==> src/rtl/mac_row_collector_if.sv <==
`default_nettype none
// ============================================================================
//  Module      : mac_row_collector_if
//  Description : Handshake bundle between the MAC array, the row collector
//                and the write-back stage. "slave" is the collector's view;
//                "master" is the view of the surrounding logic.
//  Revision    : 1.0 - initial release
// ============================================================================
interface mac_row_collector_if #(
  parameter int DW = 12,
  parameter int N  = 8
);
  logic                   in_valid;
  logic [3:0]             in_idx;
  logic [N*DW-1:0]        in_data;
  logic                   in_finish;
  logic                   out_ready;
  logic                   out_valid;
  logic [$clog2(N)-1:0]   out_row;
  logic [N*DW-1:0]        out_data;
  logic                   out_last;
  logic                   busy;
  logic                   err_drop;

  modport master (
    output in_valid, in_idx, in_data, in_finish, out_ready,
    input  out_valid, out_row, out_data, out_last, busy, err_drop
  );

  modport slave (
    input  in_valid, in_idx, in_data, in_finish, out_ready,
    output out_valid, out_row, out_data, out_last, busy, err_drop
  );
endinterface
`default_nettype wire

==> src/rtl/mac_row_collector.sv <==
`default_nettype none
// ============================================================================
//  Module      : mac_row_collector
//  Description : Collects column-serial MAC result rows into 8x8 frames held
//                in a two-bank ping-pong buffer and drains each frame row by
//                row over valid/ready. Frames arriving while both banks are
//                occupied are dropped whole and flagged in err_drop.
//                Optional macro MAC_ROW_COLLECTOR_POOL_EN: drain emits N/2
//                beats of 2x2 max-pooled data instead of N raw rows.
//  Revision    : 1.0 - initial release
// ============================================================================
module mac_row_collector #(
  parameter int DW = 12,
  parameter int N  = 8
) (
  input  wire logic          clk,
  input  wire logic          rst_n,
  mac_row_collector_if.slave bus
);

  localparam int c_rw = $clog2(N);
  localparam logic [c_rw-1:0] c_last_col = c_rw'(N - 1);
`ifdef MAC_ROW_COLLECTOR_POOL_EN
  localparam logic [c_rw-1:0] c_last_beat = c_rw'(N / 2 - 1);
`else
  localparam logic [c_rw-1:0] c_last_beat = c_rw'(N - 1);
`endif

  localparam logic [0:0] c_st_idle = 1'b0;
  localparam logic [0:0] c_st_send = 1'b1;

  // ---------------------------------------------------------------- state
  logic [c_rw-1:0]       r_col;
  logic                  r_in_frame;
  logic                  r_drop;
  logic                  r_wr_bank;
  logic                  r_rd_bank;
  logic [1:0]            r_full;
  logic [1:0][N-1:0]     r_mask;
  logic [N*DW-1:0]       r_mem [2][N];
  logic [0:0]            r_state;
  logic [c_rw-1:0]       r_out_row;
  logic                  r_err_drop;

  // ---------------------------------------------------------------- control
  logic            w_beat;
  logic            w_drain_done;
  logic            w_bank_free;
  logic            w_drop_cur;
  logic            w_capture;
  logic            w_close;
  logic [c_rw-1:0] w_idx;
  logic [N*DW-1:0] w_row_out;

  assign w_idx        = bus.in_idx[c_rw-1:0];
  assign w_beat       = (r_state == c_st_send) && bus.out_ready;
  assign w_drain_done = w_beat && (r_out_row == c_last_beat);
  // A bank finishing its drain this very cycle counts as free for a new frame.
  assign w_bank_free  = !r_full[r_wr_bank] ||
                        (w_drain_done && (r_rd_bank == r_wr_bank));
  // Drop decision is taken at frame start and held until the frame closes.
  assign w_drop_cur   = r_in_frame ? r_drop : !w_bank_free;
  assign w_capture    = bus.in_valid && (r_col == c_last_col) && !w_drop_cur;
  assign w_close      = bus.in_valid && bus.in_finish;

  // Frame tracking: column counter, frame-in-progress, drop flag, write bank.
  always_ff @(posedge clk) begin
    if (!rst_n) begin
      r_col      <= '0;
      r_in_frame <= 1'b0;
      r_drop     <= 1'b0;
      r_wr_bank  <= 1'b0;
      r_err_drop <= 1'b0;
    end else if (bus.in_valid) begin
      if (!r_in_frame && !w_bank_free) begin
        r_err_drop <= 1'b1;
      end
      if (bus.in_finish) begin
        r_col      <= '0;
        r_in_frame <= 1'b0;
        r_drop     <= 1'b0;
        // A dropped frame never occupied the bank, so keep pointing at it;
        // this keeps write order and drain order in step.
        if (!w_drop_cur) begin
          r_wr_bank <= ~r_wr_bank;
        end
      end else begin
        r_col      <= r_col + 1'b1;
        r_in_frame <= 1'b1;
        r_drop     <= w_drop_cur;
      end
    end
  end

  // Bank bookkeeping: drain clears first so a same-cycle fill of that bank wins.
  always_ff @(posedge clk) begin
    if (!rst_n) begin
      r_full <= '0;
      r_mask <= '0;
    end else begin
      if (w_drain_done) begin
        r_full[r_rd_bank] <= 1'b0;
        r_mask[r_rd_bank] <= '0;
      end
      if (w_capture) begin
        r_mask[r_wr_bank][w_idx] <= 1'b1;
      end
      if (w_close && !w_drop_cur) begin
        r_full[r_wr_bank] <= 1'b1;
      end
    end
  end

  // Row storage; contents are qualified by the mask so no reset is needed.
  always_ff @(posedge clk) begin
    if (w_capture) begin
      r_mem[r_wr_bank][w_idx] <= bus.in_data;
    end
  end

  // Drain FSM: send a full bank beat by beat, chaining straight into the
  // other bank when it is already waiting.
  always_ff @(posedge clk) begin
    if (!rst_n) begin
      r_state   <= c_st_idle;
      r_out_row <= '0;
      r_rd_bank <= 1'b0;
    end else if (r_state == c_st_idle) begin
      if (r_full[r_rd_bank]) begin
        r_state   <= c_st_send;
        r_out_row <= '0;
      end
    end else if (w_beat) begin
      if (r_out_row == c_last_beat) begin
        r_rd_bank <= ~r_rd_bank;
        r_out_row <= '0;
        r_state   <= r_full[~r_rd_bank] ? c_st_send : c_st_idle;
      end else begin
        r_out_row <= r_out_row + 1'b1;
      end
    end
  end

  // ---------------------------------------------------------------- read path
`ifdef MAC_ROW_COLLECTOR_POOL_EN
  logic [c_rw-1:0] w_idx_a;
  logic [c_rw-1:0] w_idx_b;
  logic [N*DW-1:0] w_row_a;
  logic [N*DW-1:0] w_row_b;
  logic [N*DW-1:0] w_pool;
  logic            w_unused;

  assign w_idx_a  = {r_out_row[c_rw-2:0], 1'b0};
  assign w_idx_b  = {r_out_row[c_rw-2:0], 1'b1};
  assign w_row_a  = r_mask[r_rd_bank][w_idx_a] ? r_mem[r_rd_bank][w_idx_a] : '0;
  assign w_row_b  = r_mask[r_rd_bank][w_idx_b] ? r_mem[r_rd_bank][w_idx_b] : '0;
  assign w_unused = ^{bus.in_idx, r_out_row[c_rw-1]};

  for (genvar c = 0; c < N; c++) begin : g_pool
    if (c < N / 2) begin : g_max
      logic [DW-1:0] w_a0, w_a1, w_b0, w_b1, w_ma, w_mb;
      assign w_a0 = w_row_a[(2*c)*DW +: DW];
      assign w_a1 = w_row_a[(2*c+1)*DW +: DW];
      assign w_b0 = w_row_b[(2*c)*DW +: DW];
      assign w_b1 = w_row_b[(2*c+1)*DW +: DW];
      assign w_ma = (w_a0 > w_a1) ? w_a0 : w_a1;
      assign w_mb = (w_b0 > w_b1) ? w_b0 : w_b1;
      assign w_pool[c*DW +: DW] = (w_ma > w_mb) ? w_ma : w_mb;
    end else begin : g_zero
      assign w_pool[c*DW +: DW] = '0;
    end
  end

  assign w_row_out = w_pool;
`else
  logic w_unused;

  assign w_unused  = ^bus.in_idx;
  assign w_row_out = r_mask[r_rd_bank][r_out_row] ? r_mem[r_rd_bank][r_out_row] : '0;
`endif

  // ---------------------------------------------------------------- outputs
  assign bus.out_valid = (r_state == c_st_send);
  assign bus.out_row   = r_out_row;
  assign bus.out_last  = (r_state == c_st_send) && (r_out_row == c_last_beat);
  assign bus.out_data  = (r_state == c_st_send) ? w_row_out : '0;
  assign bus.busy      = (|r_full) || (r_in_frame && !r_drop);
  assign bus.err_drop  = r_err_drop;

endmodule
`default_nettype wire

==> src/flat_wrapper.sv <==
// flat-port wrapper written by rule: the top's interface ports become plain ports
module mac_row_collector_flat 
#(
  parameter int DW = 12,
  parameter int N  = 8
)
  (clk, rst_n, bus_in_valid, bus_in_idx, bus_in_data, bus_in_finish, bus_out_ready, bus_out_valid, bus_out_row, bus_out_data, bus_out_last, bus_busy, bus_err_drop);
  mac_row_collector_if #(.DW(DW), .N(N)) bus_i ();
  input  wire logic clk;
  input  wire logic rst_n;
  input wire logic [$bits(bus_i.in_valid)-1:0] bus_in_valid;
  input wire logic [$bits(bus_i.in_idx)-1:0] bus_in_idx;
  input wire logic [$bits(bus_i.in_data)-1:0] bus_in_data;
  input wire logic [$bits(bus_i.in_finish)-1:0] bus_in_finish;
  input wire logic [$bits(bus_i.out_ready)-1:0] bus_out_ready;
  output wire logic [$bits(bus_i.out_valid)-1:0] bus_out_valid;
  output wire logic [$bits(bus_i.out_row)-1:0] bus_out_row;
  output wire logic [$bits(bus_i.out_data)-1:0] bus_out_data;
  output wire logic [$bits(bus_i.out_last)-1:0] bus_out_last;
  output wire logic [$bits(bus_i.busy)-1:0] bus_busy;
  output wire logic [$bits(bus_i.err_drop)-1:0] bus_err_drop;
  assign bus_i.in_valid = bus_in_valid;
  assign bus_i.in_idx = bus_in_idx;
  assign bus_i.in_data = bus_in_data;
  assign bus_i.in_finish = bus_in_finish;
  assign bus_i.out_ready = bus_out_ready;
  assign bus_out_valid = bus_i.out_valid;
  assign bus_out_row = bus_i.out_row;
  assign bus_out_data = bus_i.out_data;
  assign bus_out_last = bus_i.out_last;
  assign bus_busy = bus_i.busy;
  assign bus_err_drop = bus_i.err_drop;
  mac_row_collector #(.DW(DW), .N(N)) u_core (.clk(clk), .rst_n(rst_n), .bus(bus_i));
endmodule
==> config.mk <==
export PLATFORM = sky130hd
export DESIGN_NAME = mac_row_collector_flat
export DESIGN_NICKNAME = d
export VERILOG_FILES = /design/src/rtl/mac_row_collector_if.sv /design/src/rtl/mac_row_collector.sv /design/src/flat_wrapper.sv
export SDC_FILE = /design/constraint.sdc
export NUM_CORES = 1
export LEC_CHECK = 0
export ABC_CLOCK_PERIOD_IN_PS = 12000
export CAP_MARGIN = 20
export CORE_ASPECT_RATIO = 0.6
export CORE_MARGIN = 8
export CORE_UTILIZATION = 55
export CTS_BUF_LIST = sky130_fd_sc_hd__clkbuf_16
export DETAILED_ROUTE_END_ITERATION = 16
export GPL_TIMING_DRIVEN = 0
export PLACE_DENSITY = 0.76
export RECOVER_POWER = 25
export SLEW_MARGIN = 20
export SYNTH_ARGS = -nofsm -noshare
export SYNTH_HDL_FRONTEND = slang
export SYNTH_SLANG_ARGS = --single-unit
==> constraint.sdc <==
create_clock -name clk -period 12 [get_ports clk]
set_clock_uncertainty 0.05 [all_clocks]
set_input_delay 1.8 -clock clk [delete_from_list [all_inputs] [get_ports clk]]
set_output_delay 1.8 -clock clk [all_outputs]
set_load 0.005 [all_outputs]
==> results of run 1 <==
==> synth_stat cells (all sizes together), types with 3 or more instances <==
master,number,area share [%]
nand2b,4,0.042
and2,4,0.042
mux2i,5,0.084
o211ai,3,0.063
clkbuf,56,0.37
nand3,3,0.025
nor2b,3,0.032
nand2,6,0.038
nor2,31,0.20
edfxtp,1536,78
inv,6,0.038
a22oi,290,4.0
dfxtp,31,1.0
buf,102,1.0
a32o,18,0.30
a21oi,8,0.067
mux2,3,0.057
mux4,386,15
ha,4,0.084
nor4,8,0.084
==> power breakdown <==
group / internal [mW] / switching [mW]
sequential: 6.00 / 0.00201
clock: 2.46 / 1.93
combinational: 0.0573 / 0.135
total: 8.52 / 2.06
==> through the flow <==
step                TNS [ns]  total power [mW]  hold WS (ns)  area [µm²]  instances
finish                     0             10.58        0.4355       69860       4635
global route               0             10.82        0.4441       69850       4632
CTS                        0             10.62        0.4220       69830       4623
detailed placement         0             6.315        0.4139       65390       4373
global placement    -9139.56             6.296        0.3974       63300       4156
floorplan            -278.23             6.178        0.3866       59450       2525
==> final timing paths <==
kind / startpoint / to
hold reg to reg: u_core.r_mask[3] / u_core.r_mask[3]
setup / recovery: u_core.bus.out_row[0] / bus_out_data[54]
hold / removal: u_core.r_mask[3] / u_core.r_mask[3]
setup reg to reg: u_core.bus.out_row[1] / u_core.r_mem[1][344]
==> critical path: stages (launching register included) <==
cell and delay, ns:
dfxtp_1 0.34, buf_4 0.19, nor2_1 0.88, buf_2 0.53, clkbuf_1 0.68, a22oi_1 0.19, a22oi_1 0.34, clkdlybuf4s50_1 0.58
==> cells by family after synthesis <==
family	count (synthesis)
DFF	1567
AOI/OAI and AO/OA	328
muxes	394
adders and majority gates	4
buffers and inverters	164
xor gates and xnor gates	2
and+or+nand+nor	66
==> layout make-up <==
class / count / area, µm²
Clock buffer: 148 / 3704
Timing Repair Buffer: 423 / 4041
Buffer: 158 / 818.3
Tap cell: 1425 / 1783
Sequential cell: 1567 / 46740
Multi-Input combinational cell: 794 / 11980
Clock inverter: 102 / 742.0
Inverter: 6 / 22.52
Fill cell: 6615 / 37420
Antenna cell: 12 / 30.03
==> sequential cells by signal, indices dropped and copies added, names as in the netlist, named ones only <==
| signal | flops |
|---|---|
| u_core.r_mask | 16 |
| u_core.bus.err_drop | 1 |
| u_core.r_full | 2 |
| u_core.r_col | 3 |
| u_core.bus.out_row | 3 |
| u_core.r_wr_bank | 1 |
| u_core.r_in_frame | 1 |
| u_core.bus.out_valid | 1 |
| u_core.r_rd_bank | 1 |
| u_core.r_drop | 1 |
| u_core.r_mem | 1536 |
==> metal layers <==
metal / share of wire (%) / wire length, µm / GRT usage (%)
met4: 3.0 / 4594 / 8.819
met2: 47 / 71380 / 38.96
met5: 0.0086 / 13 / 0
met1: 39 / 58750 / 35.64
met3: 11 / 16330 / 5.429
==> flow_summary.ini, run 1 <==
[global_route]
grt_pass1_vias = 31290
globalRouteOverflowTotal = 0
grt_max_degree = 22
grt_use_total_pct = 25.07
grt_pass1_wl_um = 217000
grt_antenna_before_repair = 23

[yosys]
synth_top_family_by_area = multiplexers
synth-compound-area-share_pct = 4.544
synth_xor_area_share_pct = 0.02946
synth_fp_nets = 2634
synth-seq-area-share_pct = 78.63
synth_edf_count = 1536
syn_area_per_cell_um2 = 23.54
synthDistinctLibCells = 40
synth.cell_area_mm2 = 0.05945
yosys.area_share.adder_pct = 0.08418
synth_warnings = 0
synthMuxAreaShare_pct = 14.76
async_reset_ff_share_pct = 0
synth-seq-cells = 1567
synthSimpleGateAreaFrac_pct = 0.5367
ys.flop_type = edfxtp_1
syn_inst = 2525

[drt]
drt-total-wl_um = 151100
antenna_left = 0
dr.pass1.iters = 6
vias_per_cell = 6.641
drc = 0
num_vias = 30780
drt_iter0_drc = 4756
wl_per_cell_um = 32.59

[place]
numPortBuffers = 206
place_hpwl_um = 98960
gp_congestion = 0.7938
dpl_worst_slack_ns = 5.680

[clock_tree]
post_cts_buffers = 0
cts_tree = built
clkTransAtPathRegs_ns = 0.06
cts_resized = 0
clock_latency_ns = 0.74
htree_num_levels = 4
clk_path_buf_depth = 3
numCtsBuffers = 140
cts_root_buf = clkbuf_16
cts.sinks = 1567
cts.hold.buffers_added = 0

[sta]
slew_viol_final = 0
slew_headroom_pct = 22.12
hold_violations = 0
final-setup-viol-count = 0
timing.final.crit_share_pct = 52.72
worst-slew-pin-transition_ns = 1.164
fmax_mhz = 158.1
rsz0062_at_grt = no
finalCriticalPeriod_ns = 6.327
fin_ws_ns = 5.673

[critical_path]
cp-start-kind = flop
r2r_slack_ns = 7.12
end_kind = output port
path_max_fanout = 10
worstPathRequired_ns = 10.15
arrival_ns = 4.48
reg2regPathDepth = 13
path_class = reg2out

[layout]
fin_nets = 3199
fin_util_pct = 65.12
drive_above_1_share_pct = 29.83
final_cell_mix = 1536 x edfxtp_1, 386 x mux4_2, 250 x a22oi_1, 215 x buf_2, 152 x clkdlybuf4s50_1
area_delta_synth_final_pct = 17.51
layout_commonest_cell = edfxtp_1

[power]
cellLeakagePower_nw = 21.97
vdd_drop_max_mv = 0.1615
cellPowerDensity_mw_per_mm2 = 151.5

[worst_hold_path]
min_path_type = reg2reg
whs_path_depth = 1

[die]
start_util_pct = 55.41
core_mm2 = 0.1073
dieWidth_um = 440.4
die_area_mm2 = 0.1192
chipHeight_um = 270.7
ioPinCount = 208
rows = 93

[status]
status = complete, no violations

[flow_run]
cap_violations = 0
No activity file was read; power rests on OpenSTA's default activity.
==> inputs of run 2 (changes only) <==
--- a/config.mk
+++ b/config.mk
@@ -5,15 +5,15 @@
 export SDC_FILE = /design/constraint.sdc
 export NUM_CORES = 1
 export LEC_CHECK = 0
-export ABC_CLOCK_PERIOD_IN_PS = 12000
+export ABC_CLOCK_PERIOD_IN_PS = 6300
 export CAP_MARGIN = 20
 export CORE_ASPECT_RATIO = 0.6
 export CORE_MARGIN = 8
-export CORE_UTILIZATION = 55
+export CORE_UTILIZATION = 61
 export CTS_BUF_LIST = sky130_fd_sc_hd__clkbuf_16
 export DETAILED_ROUTE_END_ITERATION = 16
 export GPL_TIMING_DRIVEN = 0
-export PLACE_DENSITY = 0.76
+export PLACE_DENSITY = 0.8
 export RECOVER_POWER = 25
 export SLEW_MARGIN = 20
 export SYNTH_ARGS = -nofsm -noshare
==> constraint.sdc (replaced) <==
create_clock -name clk -period 6.3 [get_ports clk]
set_clock_uncertainty 0.05 [all_clocks]
set_input_delay 0.945 -clock clk [delete_from_list [all_inputs] [get_ports clk]]
set_output_delay 0.945 -clock clk [all_outputs]
set_load 0.005 [all_outputs]
==> run 2 against run 1 <==
Sequential share of layout area is 0.18 points higher. Clock power rose by 90%. Cell area decreased by 0.27%. Sequential power increased by 90%. Global-route usage up 3.1 points. Largest cell class unchanged.
==> flow_summary.ini, run 2 (same netlist as run 1, synthesis figures left out) <==
[flow_run]
cap_violations = 0

[drt]
drt_iter0_drc = 5153
dr.pass1.iters = 6
wl_per_cell_um = 34.67
drt-total-wl_um = 153800
antenna_left = 0
num_vias = 31070
drc = 0
vias_per_cell = 7.005

[layout]
layout_commonest_cell = edfxtp_1
area_delta_synth_final_pct = 17.20
final_cells = 4435
reg.largest.list = u_core.r_mem: 1536 flops, u_core.r_mask: 16 flops
drive_above_1_share_pct = 28.39
largest_reg_flops = 1536
final_cell_mix = 1536 x edfxtp_1, 386 x mux4_2, 250 x a22oi_1, 152 x clkdlybuf4s50_1, 145 x clkbuf_16
top_register = u_core.r_mem
fin_nets = 3120

[global_route]
grt_antenna_before_repair = 19
grt_max_degree = 22
grt_pass1_vias = 31170
grt_pass1_wl_um = 218300
grt_use_total_pct = 28.14
globalRouteOverflowTotal = 0

[sta]
fmax_mhz = 179.3
worst-slew-pin-transition_ns = 1.312
slew_viol_final = 0
finalCriticalPeriod_ns = 5.579
tns_ns = 0
rsz0062_at_grt = no
slew_headroom_pct = 12.19
timing.final.crit_share_pct = 88.55
worst_hold_slack_ns = 0.4223
hold_violations = 0
final-setup-viol-count = 0

[critical_path]
cp-start-kind = flop
path_class = reg2out
arrival_ns = 4.58
end_kind = output port
path_max_fanout = 10
worstPathRequired_ns = 5.30
reg2regPathDepth = 11

[power]
cellPowerDensity_mw_per_mm2 = 289.4
cellLeakagePower_nw = 21.53
vdd_drop_max_mv = 0.2996

[clock_tree]
clk_path_buf_depth = 3
clkTransAtPathRegs_ns = 0.07
cts.sinks = 1567
cts_resized = 0
post_cts_buffers = 0
cts_root_buf = clkbuf_16
cts.hold.buffers_added = 0
cts_tree = built
numCtsBuffers = 137
clock_latency_ns = 0.75
htree_num_levels = 4

[place]
numPortBuffers = 206
placed_cells = 4177
place_hpwl_um = 96570
gp_congestion = 0.7884

[worst_hold_path]
min_path_type = reg2reg
whs_path_depth = 1

[die]
ioPinCount = 208
core_mm2 = 0.09634
dieWidth_um = 419.0
die_area_mm2 = 0.1080
start_util_pct = 61.71
rows = 88
chipHeight_um = 257.8

[status]
status = complete, no violations
run 2: changes by cell type in the layout (fill, tap and decap cells not counted), sizes merged:
cell,change
buf,-76
clkinv,+10
inv,-9
clkbuf,-3
diode,-3
bufinv,+1
run 2: final timing paths:
| path | from | endpoint | slack (ns) |
|---|---|---|---|
| setup / recovery | u_core.bus.out_row[0] | bus_out_data[74] | 0.72 |
| setup reg to reg | u_core.bus.out_row[1] | u_core.r_mem[0][152] | 2.08 |
| hold reg to reg | u_core.r_mask[7] | u_core.r_mask[7] | 0.42 |
| hold / removal | u_core.r_mask[7] | u_core.r_mask[7] | 0.42 |
run 2: routing by layer:
layer  track usage (%)  share of wire [%]
met1             39.43                 37
met3             6.368                 12
met5                 0              0.015
met2             44.13                 47
met4             10.59                3.8
run 2: power breakdown:
| part | total, mW | switching, mW | leakage, nW | internal, mW |
|---|---|---|---|---|
| clock network | 8.35 | 3.69 | 2.28 | 4.66 |
| logic | 0.371 | 0.262 | 5.20 | 0.109 |
| registers | 11.4 | 0.00363 | 14.0 | 11.4 |
| total | 20.2 | 3.96 | 21.5 | 16.2 |
run 2: critical path, stage by stage (launching register included):
cell,delay [ns]
dfxtp_1,0.35
buf_4,0.18
nor2_1,0.98
buf_2,0.51
clkbuf_1,0.73
a22oi_1,0.26
a22oi_2,0.27
clkdlybuf4s50_1,0.55
run 2: area by class of cell:
type | instances | area, µm²
sequential | 1567 | 46740
clock buffer | 145 | 3628
inverter | 6 | 22.52
multi-input combinational | 794 | 12050
fill | 5090 | 26670
clock inverter | 104 | 803.3
tap | 1305 | 1633
antenna | 9 | 22.52
timing repair buffer | 347 | 3956
buffer | 158 | 818.3
run 2: stage by stage:
step	instance area [µm²]	utilization (%)	setup WS [ns]	total power, mW
finish	69670	72.32	0.7214	20.16
CTS	69650	72.30	0.9043	20.21
detailed placement	65220	67.70	1.529	12.03
global route	69670	72.32	0.7306	20.58
global placement	63200	65.59	-8.138	11.99
floorplan	59500	-	-1.247	11.77
